$ cat src/rtl/load_store_queue_pkg.sv
// Shared defaults and the store-buffer entry layout for the load/store queue.
`timescale 1ns/1ps
package load_store_queue_pkg;

  localparam int DEF_DATA_W   = 16;
  localparam int DEF_ADDR_W   = 16;
  localparam int DEF_TAG_W    = 6;
  localparam int DEF_SB_DEPTH = 8;
  localparam int DEF_LOAD_LAT = 3;
  localparam int DEF_COMMIT_W = 2;

  // Entry fields are sized by the default widths; instances keep ADDR_W/DATA_W at these values.
  typedef struct packed {
    logic                  valid;
    logic                  committed;
    logic [DEF_ADDR_W-1:0] addr;
    logic [DEF_DATA_W-1:0] data;
  } sb_entry_t;

endpackage

$ cat src/rtl/lsq_store_buffer.sv
// Circular store buffer: in-order commit, one drain per cycle, youngest-match load forwarding.
`timescale 1ns/1ps
module lsq_store_buffer
  import load_store_queue_pkg::*;
#(
  parameter int DATA_W   = DEF_DATA_W,
  parameter int ADDR_W   = DEF_ADDR_W,
  parameter int SB_DEPTH = DEF_SB_DEPTH,
  parameter int COMMIT_W = DEF_COMMIT_W
) (
  input  logic                clk,
  input  logic                rst_n,
  input  logic                flush,
  input  logic [COMMIT_W-1:0] commit_cnt,
  input  logic                push,
  input  logic [ADDR_W-1:0]   push_addr,
  input  logic [DATA_W-1:0]   push_data,
  input  logic [ADDR_W-1:0]   ld_addr,
  output logic                full,
  output logic                hit,
  output logic [DATA_W-1:0]   hit_data,
  output logic                wr_valid,
  output logic [ADDR_W-1:0]   wr_addr,
  output logic [DATA_W-1:0]   wr_data
);

  localparam int PTR_W = $clog2(SB_DEPTH);
  localparam int CNT_W = PTR_W + 1;
  localparam int CMP_W = (CNT_W > COMMIT_W) ? CNT_W : COMMIT_W;

  sb_entry_t        ent_q [SB_DEPTH];
  sb_entry_t        ent_d [SB_DEPTH];
  logic [PTR_W-1:0] head_q, head_d, tail_q, tail_d;
  logic [CNT_W-1:0] count_q, count_d, ccnt_q, ccnt_d;
  logic [CNT_W-1:0] ucnt, ncommit, keep, off;
  logic [PTR_W-1:0] off_p, srch_idx;
  logic [CMP_W-1:0] cc_w, uc_w;
  logic             drain;

  // Committed entries always form a prefix starting at head, so ccnt_q != 0 means head is drainable.
  assign full     = (count_q == CNT_W'(SB_DEPTH));
  assign drain    = (ccnt_q != '0);
  assign ucnt     = count_q - ccnt_q;
  assign wr_valid = drain;
  assign wr_addr  = drain ? ent_q[head_q].addr : '0;
  assign wr_data  = drain ? ent_q[head_q].data : '0;

  always_comb begin
    cc_w    = CMP_W'(commit_cnt);
    uc_w    = CMP_W'(ucnt);
    ncommit = (cc_w > uc_w) ? ucnt : CNT_W'(commit_cnt);
  end

  // Walk oldest to youngest so the last match seen is the youngest store.
  always_comb begin
    hit      = 1'b0;
    hit_data = '0;
    srch_idx = '0;
    for (int k = 0; k < SB_DEPTH; k++) begin
      srch_idx = head_q + PTR_W'(k);
      if ((CNT_W'(k) < count_q) && ent_q[srch_idx].valid &&
          (ent_q[srch_idx].addr == ld_addr)) begin
        hit      = 1'b1;
        hit_data = ent_q[srch_idx].data;
      end
    end
  end

  always_comb begin
    ent_d   = ent_q;
    head_d  = head_q;
    tail_d  = tail_q;
    count_d = count_q;
    off_p   = '0;
    off     = '0;
    // Entries that stay committed after this edge, counted from the current head.
    keep    = ccnt_q + ncommit;
    for (int i = 0; i < SB_DEPTH; i++) begin
      off_p = PTR_W'(i) - head_q;
      off   = {1'b0, off_p};
      if ((off >= ccnt_q) && (off < keep)) ent_d[i].committed = 1'b1;
      if (flush && (off >= keep)) begin
        ent_d[i].valid     = 1'b0;
        ent_d[i].committed = 1'b0;
      end
      if (drain && (off == '0)) begin
        ent_d[i].valid     = 1'b0;
        ent_d[i].committed = 1'b0;
      end
    end
    if (drain) head_d = head_q + PTR_W'(1);
    ccnt_d  = keep - CNT_W'(drain);
    count_d = count_q - CNT_W'(drain);
    if (flush) begin
      count_d = ccnt_d;
      tail_d  = head_d + PTR_W'(ccnt_d);
    end
    if (push) begin
      ent_d[tail_q].valid     = 1'b1;
      ent_d[tail_q].committed = 1'b0;
      ent_d[tail_q].addr      = push_addr;
      ent_d[tail_q].data      = push_data;
      tail_d  = tail_q + PTR_W'(1);
      count_d = count_d + CNT_W'(1);
    end
  end

  always_ff @(posedge clk or negedge rst_n) begin
    if (!rst_n) begin
      head_q  <= '0;
      tail_q  <= '0;
      count_q <= '0;
      ccnt_q  <= '0;
      for (int i = 0; i < SB_DEPTH; i++) ent_q[i] <= '0;
    end else begin
      head_q  <= head_d;
      tail_q  <= tail_d;
      count_q <= count_d;
      ccnt_q  <= ccnt_d;
      for (int i = 0; i < SB_DEPTH; i++) ent_q[i] <= ent_d[i];
    end
  end

endmodule

$ cat src/rtl/load_store_queue.sv
// Load/store queue top: op acceptance, memory read launch and the fixed-latency load result pipe.
`timescale 1ns/1ps
module load_store_queue
  import load_store_queue_pkg::*;
#(
  parameter int DATA_W   = DEF_DATA_W,
  parameter int ADDR_W   = DEF_ADDR_W,
  parameter int TAG_W    = DEF_TAG_W,
  parameter int SB_DEPTH = DEF_SB_DEPTH,
  parameter int LOAD_LAT = DEF_LOAD_LAT,
  parameter int COMMIT_W = DEF_COMMIT_W
) (
  input  logic                clk,
  input  logic                rst_n,
  input  logic                flush,
  input  logic [COMMIT_W-1:0] commit_cnt,
  input  logic                in_valid,
  output logic                in_ready,
  input  logic                in_is_ld,
  input  logic [ADDR_W-1:0]   in_addr,
  input  logic [DATA_W-1:0]   in_data,
  input  logic [TAG_W-1:0]    in_tag,
  output logic                mem_rd_valid,
  output logic [ADDR_W-1:0]   mem_rd_addr,
  input  logic [DATA_W-1:0]   mem_rdata,
  output logic                mem_wr_valid,
  output logic [ADDR_W-1:0]   mem_wr_addr,
  output logic [DATA_W-1:0]   mem_wr_data,
  output logic                res_valid,
  output logic [TAG_W-1:0]    res_tag,
  output logic [DATA_W-1:0]   res_data
);

  logic              accept, push, ld_acc, sb_full, sb_hit;
  logic [DATA_W-1:0] sb_hit_data;

  logic              ld_vld_q [LOAD_LAT];
  logic              ld_vld_d [LOAD_LAT];
  logic [TAG_W-1:0]  ld_tag_q [LOAD_LAT];
  logic [TAG_W-1:0]  ld_tag_d [LOAD_LAT];
  logic              ld_hit_q [LOAD_LAT];
  logic              ld_hit_d [LOAD_LAT];
  logic [DATA_W-1:0] ld_fwd_q [LOAD_LAT];
  logic [DATA_W-1:0] ld_fwd_d [LOAD_LAT];

  // rst_n gates acceptance so no read request escapes while reset is held.
  assign in_ready     = !sb_full;
  assign accept       = rst_n && in_valid && in_ready && !flush;
  assign push         = accept && !in_is_ld;
  assign ld_acc       = accept && in_is_ld;
  assign mem_rd_valid = ld_acc && !sb_hit;
  assign mem_rd_addr  = mem_rd_valid ? in_addr : '0;

  lsq_store_buffer #(
    .DATA_W   (DATA_W),
    .ADDR_W   (ADDR_W),
    .SB_DEPTH (SB_DEPTH),
    .COMMIT_W (COMMIT_W)
  ) u_sb (
    .clk        (clk),
    .rst_n      (rst_n),
    .flush      (flush),
    .commit_cnt (commit_cnt),
    .push       (push),
    .push_addr  (in_addr),
    .push_data  (in_data),
    .ld_addr    (in_addr),
    .full       (sb_full),
    .hit        (sb_hit),
    .hit_data   (sb_hit_data),
    .wr_valid   (mem_wr_valid),
    .wr_addr    (mem_wr_addr),
    .wr_data    (mem_wr_data)
  );

  always_comb begin
    ld_vld_d[0] = ld_acc;
    ld_tag_d[0] = in_tag;
    ld_hit_d[0] = sb_hit;
    ld_fwd_d[0] = sb_hit_data;
    for (int i = 1; i < LOAD_LAT; i++) begin
      ld_vld_d[i] = ld_vld_q[i-1];
      ld_tag_d[i] = ld_tag_q[i-1];
      ld_hit_d[i] = ld_hit_q[i-1];
      ld_fwd_d[i] = ld_fwd_q[i-1];
    end
    if (flush) begin
      for (int i = 0; i < LOAD_LAT; i++) ld_vld_d[i] = 1'b0;
    end
  end

  always_ff @(posedge clk or negedge rst_n) begin
    if (!rst_n) begin
      for (int i = 0; i < LOAD_LAT; i++) ld_vld_q[i] <= 1'b0;
    end else begin
      for (int i = 0; i < LOAD_LAT; i++) ld_vld_q[i] <= ld_vld_d[i];
    end
  end

  always_ff @(posedge clk) begin
    for (int i = 0; i < LOAD_LAT; i++) begin
      ld_tag_q[i] <= ld_tag_d[i];
      ld_hit_q[i] <= ld_hit_d[i];
      ld_fwd_q[i] <= ld_fwd_d[i];
    end
  end

  // Output stage: memory data is taken live, exactly LOAD_LAT cycles after the read was launched.
  assign res_valid = ld_vld_q[LOAD_LAT-1];
  assign res_tag   = res_valid ? ld_tag_q[LOAD_LAT-1] : '0;
  assign res_data  = !res_valid ? '0 :
                     (ld_hit_q[LOAD_LAT-1] ? ld_fwd_q[LOAD_LAT-1] : mem_rdata);

endmodule
$ cat config.mk
export PLATFORM = sky130hd
export DESIGN_NAME = load_store_queue
export DESIGN_NICKNAME = d
export VERILOG_FILES = /design/src/rtl/load_store_queue_pkg.sv /design/src/rtl/lsq_store_buffer.sv /design/src/rtl/load_store_queue.sv
export SDC_FILE = /design/constraint.sdc
export NUM_CORES = 1
export LEC_CHECK = 0
export ABC_AREA = 1
export ABC_CLOCK_PERIOD_IN_PS = 4600
export BUFFER_PORTS_ARGS = -buffer_cell sky130_fd_sc_hd__buf_2
export CAP_MARGIN = 0
export CORE_MARGIN = 1.5
export CORE_UTILIZATION = 30
export CTS_CLUSTER_DIAMETER = 100
export DETAILED_ROUTE_END_ITERATION = 10
export PLACE_DENSITY = 0.48
export SYNTH_ARGS = -nofsm -noshare
export SYNTH_HDL_FRONTEND = slang
export SYNTH_SLANG_ARGS = --single-unit
$ cat constraint.sdc
create_clock -name clk -period 4.6 [get_ports clk]
set_input_delay 0.23 -clock clk [delete_from_list [all_inputs] [get_ports clk]]
set_output_delay 0.23 -clock clk [all_outputs]
set_load 0.02 [all_outputs]
==> impl_metrics.env <==
export IMPL_syn_inst=4138
export IMPL_cts_root_buf="clkbuf_16"
export IMPL_synth_edff_count=0
export IMPL_start_util_pct=30.4
export IMPL_slew_viol_final=0
export IMPL_clk_path_buf_depth=3
export IMPL_stdcell_area_um2=28800
export IMPL_maxCapViolations=0
export IMPL_fill_cells=9346
export IMPL_min_period_ns=4.50
export IMPL_drive_gt1_share_pct=7.84
export IMPL_synth_seq_cells=350
export IMPL_critPathKind="flop to output pin"
export IMPL_power_density_nw_per_um2=943
export IMPL_drt_total_wl_um=105000
export IMPL_antenna_found_initial=5
export IMPL_fin_crit_sh_pct=97.8
export IMPL_critPathRequiredTime_ns=4.37
export IMPL_routedWlPerCell_um=19.8
export IMPL_worst_pin_slew_ns=1.05
export IMPL_grtUsageTotal_pct=23.6
export IMPL_io_buffer_count=134
export IMPL_cts_buffers=45
export IMPL_yosys_top_cells_area="dfrtp_1 (28%), nand2_1 (23%), nand3_1 (11%)"
export IMPL_die_width_um=295
export IMPL_num_nets_final=4197
export IMPL_synth_nets=4225
export IMPL_max_freq_mhz=222
export IMPL_critPathMaxFanout=17
export IMPL_fin_ws_ns=0.0994
export IMPL_yosys_warnings=0
export IMPL_skew_ns=0.0463
export IMPL_path_clk_slew_ns=0.06
export IMPL_htree_levels=2
export IMPL_drtIter0Drc=2924
export IMPL_dp_hpwl_um=67000
export IMPL_hold_violations=0
export IMPL_ant_nets=0
export IMPL_p_leak_uw=0.0145
export IMPL_synth_top_area_cell="dfrtp_1"
export IMPL_place_inst=5182
export IMPL_dp_slack_ns=0.366
export IMPL_clk_latency_ns=0.63
export IMPL_rsz0062_at_grt="no"
export IMPL_setup_violations_final=0
export IMPL_die_area_um2=87000
export IMPL_crit_path_end_kind="output pin"
export IMPL_final_util_pct=34.3
export IMPL_grt_overflow=0
export IMPL_cp_data_arrival_time_ns=4.27
export IMPL_hp_class="input pin to flop"
export IMPL_die_h_um=295
export IMPL_cts_tree="built"
export IMPL_synth_seq_area_share_pct=32.9
export IMPL_final_cells=5282
export IMPL_syn_avg_cell_area_um2=6.18
export IMPL_num_io_pins=135
export IMPL_gp_congestion=0.956
export IMPL_place_area_um2=27000
export IMPL_synth_top_cell_area_share_pct=27.5
export IMPL_drt_first_pass_iters=6
export IMPL_tns_ns=0
export IMPL_cts_sinks=350
export IMPL_vias_per_cell=5.13
export IMPL_outcome="complete, no violations"
export IMPL_syn_area_um2=25600
export IMPL_synth_distinct_cells=56
export IMPL_slew_headroom_pct=29.9
export IMPL_drc=0
export IMPL_ys_async_sr_fraction_pct=80.3
export IMPL_grt_pass1_wl_um=157000
export IMPL_vias=27082
export IMPL_grt_start_max_net_pins=195
export IMPL_core_area_um2=84000
export IMPL_start_kind="flop"
export IMPL_area_delta_synth_final_pct=12.5
export IMPL_peakVddDrop_mv=0.846
export IMPL_rows=106
export IMPL_synth_flop_cell="dfrtp_1"
export IMPL_grt_pass1_vias=24397
[cells by family (layout without fill, tap and decap cells)]
logic type               count (synthesis)  count (layout)  synth area share (%)
AND/OR/NAND/NOR                       2532            2532                  40.9
AO/OA/AOI/OAI                          652             652                  13.5
buffers and inverters                  506             514                  8.61
flip-flops                             350             350                  32.9
XOR/XNOR                                36              36                  1.41
multiplexers                            35              35                  1.37
adder cells (fa/ha/maj)                 26              26                  1.33
other                                    1               3                0.0147
[layout by cell type, fill, tap and decap left out, types with 27 or more instances in the layout]
cell and n:
nor2_1 319, xor2_1 30, nand3_1 562, dfrtp_1 278, a21oi_1 48, inv_1 206, clkbuf_16 49, o21ai_0 508
dfxtp_1 69, mux2i_1 35, buf_4 46, o211ai_1 27, buf_2 133, nand2_1 1567
[worst paths after layout]
check                                        endpoint  cells past startpoint                      from  slack [ns]
min in group asynchronous                   async pin                      2                     rst_n        0.08
max                                    mem_rd_addr[5]                     14  u_sb.head_q[0]$_DFF_PN0_         0.1
min                                              flop                      3               in_data[11]        0.02
min reg2reg                   ld_fwd_q[0][42]$_DFF_P_                      0   ld_fwd_q[0][26]$_DFF_P_        0.32
max reg2reg                u_sb.tail_q[2]$_DFFE_PN0P_                     19  u_sb.ccnt_q[0]$_DFF_PN0_        0.33
max in group asynchronous                   async pin                      3                     rst_n        3.20
[power breakdown]
part           leakage, µW  internal, µW  switching, µW
logic              0.00946          5570          12900
registers          0.00431          4100            932
clock network     0.000755          2110           1550
[what timing repair did]
| item | in CTS | in global routing |
|---|---|---|
| setup buffers | 0 | 1 |
| gates resized for setup | 2 | 16 |
| endpoints found under the hold margin | 51 | 0 |
| hold buffers | 12 | 0 |
| cloned | 0 | 2 |
| pin swaps | 0 | 1 |
| setup endpoints to repair | 1 | 18 |
[per-layer routing]
layer	wire length, µm	vias to the layer above	GRT usage (%)
li1	-	13356	-
met1	50600	12621	34.8
met2	44600	960	36.1
met3	7410	141	3.30
met4	2260	4	5.41
met5	29	-	0
[critical path, cell delays in order, from the launching register on]
cell and delay (ns):
dfrtp_4 0.57, ha_1 0.25, ha_1 0.30, inv_2 0.43, nand3_1 0.15, nand2_1 0.11, xor2_1 0.38, nor2_1 0.12
nand3b_1 0.26, o21ai_2 0.09, nor2_1 0.18, nand3_2 0.11, buf_12 0.18, nor2_1 0.25, buf_2 0.23
[cell usage after synthesis (5+ instances only)]
master / number
a211oi_1: 11
a21oi_1: 48
a31oi_1: 7
and2_1: 11
buf_1: 23
buf_2: 73
buf_4: 29
buf_6: 13
clkbuf_1: 147
clkinv_1: 5
dfrtp_1: 281
dfxtp_1: 69
ha_1: 24
inv_1: 206
inv_2: 9
mux2i_1: 35
nand2_1: 1567
nand3_1: 562
nand4_1: 12
nor2_1: 320
nor2_2: 12
nor3_1: 23
o211ai_1: 27
o21ai_0: 510
o21ai_1: 21
o22ai_1: 7
or2_2: 7
xor2_1: 30
[through the flow]
stage / hold WS [ns] / power [µW]
after CTS: 0.00402 / 26700
after global placement: 0.130 / 22800
after global routing: 0.0318 / 29500
after floorplan: -0.0656 / 17500
final: 0.0175 / 27100
after detailed placement: 0.136 / 22900
[area by class of cell]
cell class	instances	area, µm²	share of cell area [%]
Antenna cell	2	5.00	0.0174
Inverter	221	875	3.04
Multi-Input combinational cell	3282	15000	52.2
Timing Repair Buffer	210	1510	5.24
Tap cell	1134	1420	4.93
Clock inverter	18	189	0.657
Clock buffer	65	1340	4.67
Sequential cell	350	8420	29.3
(Power assumes the default switching activity.)
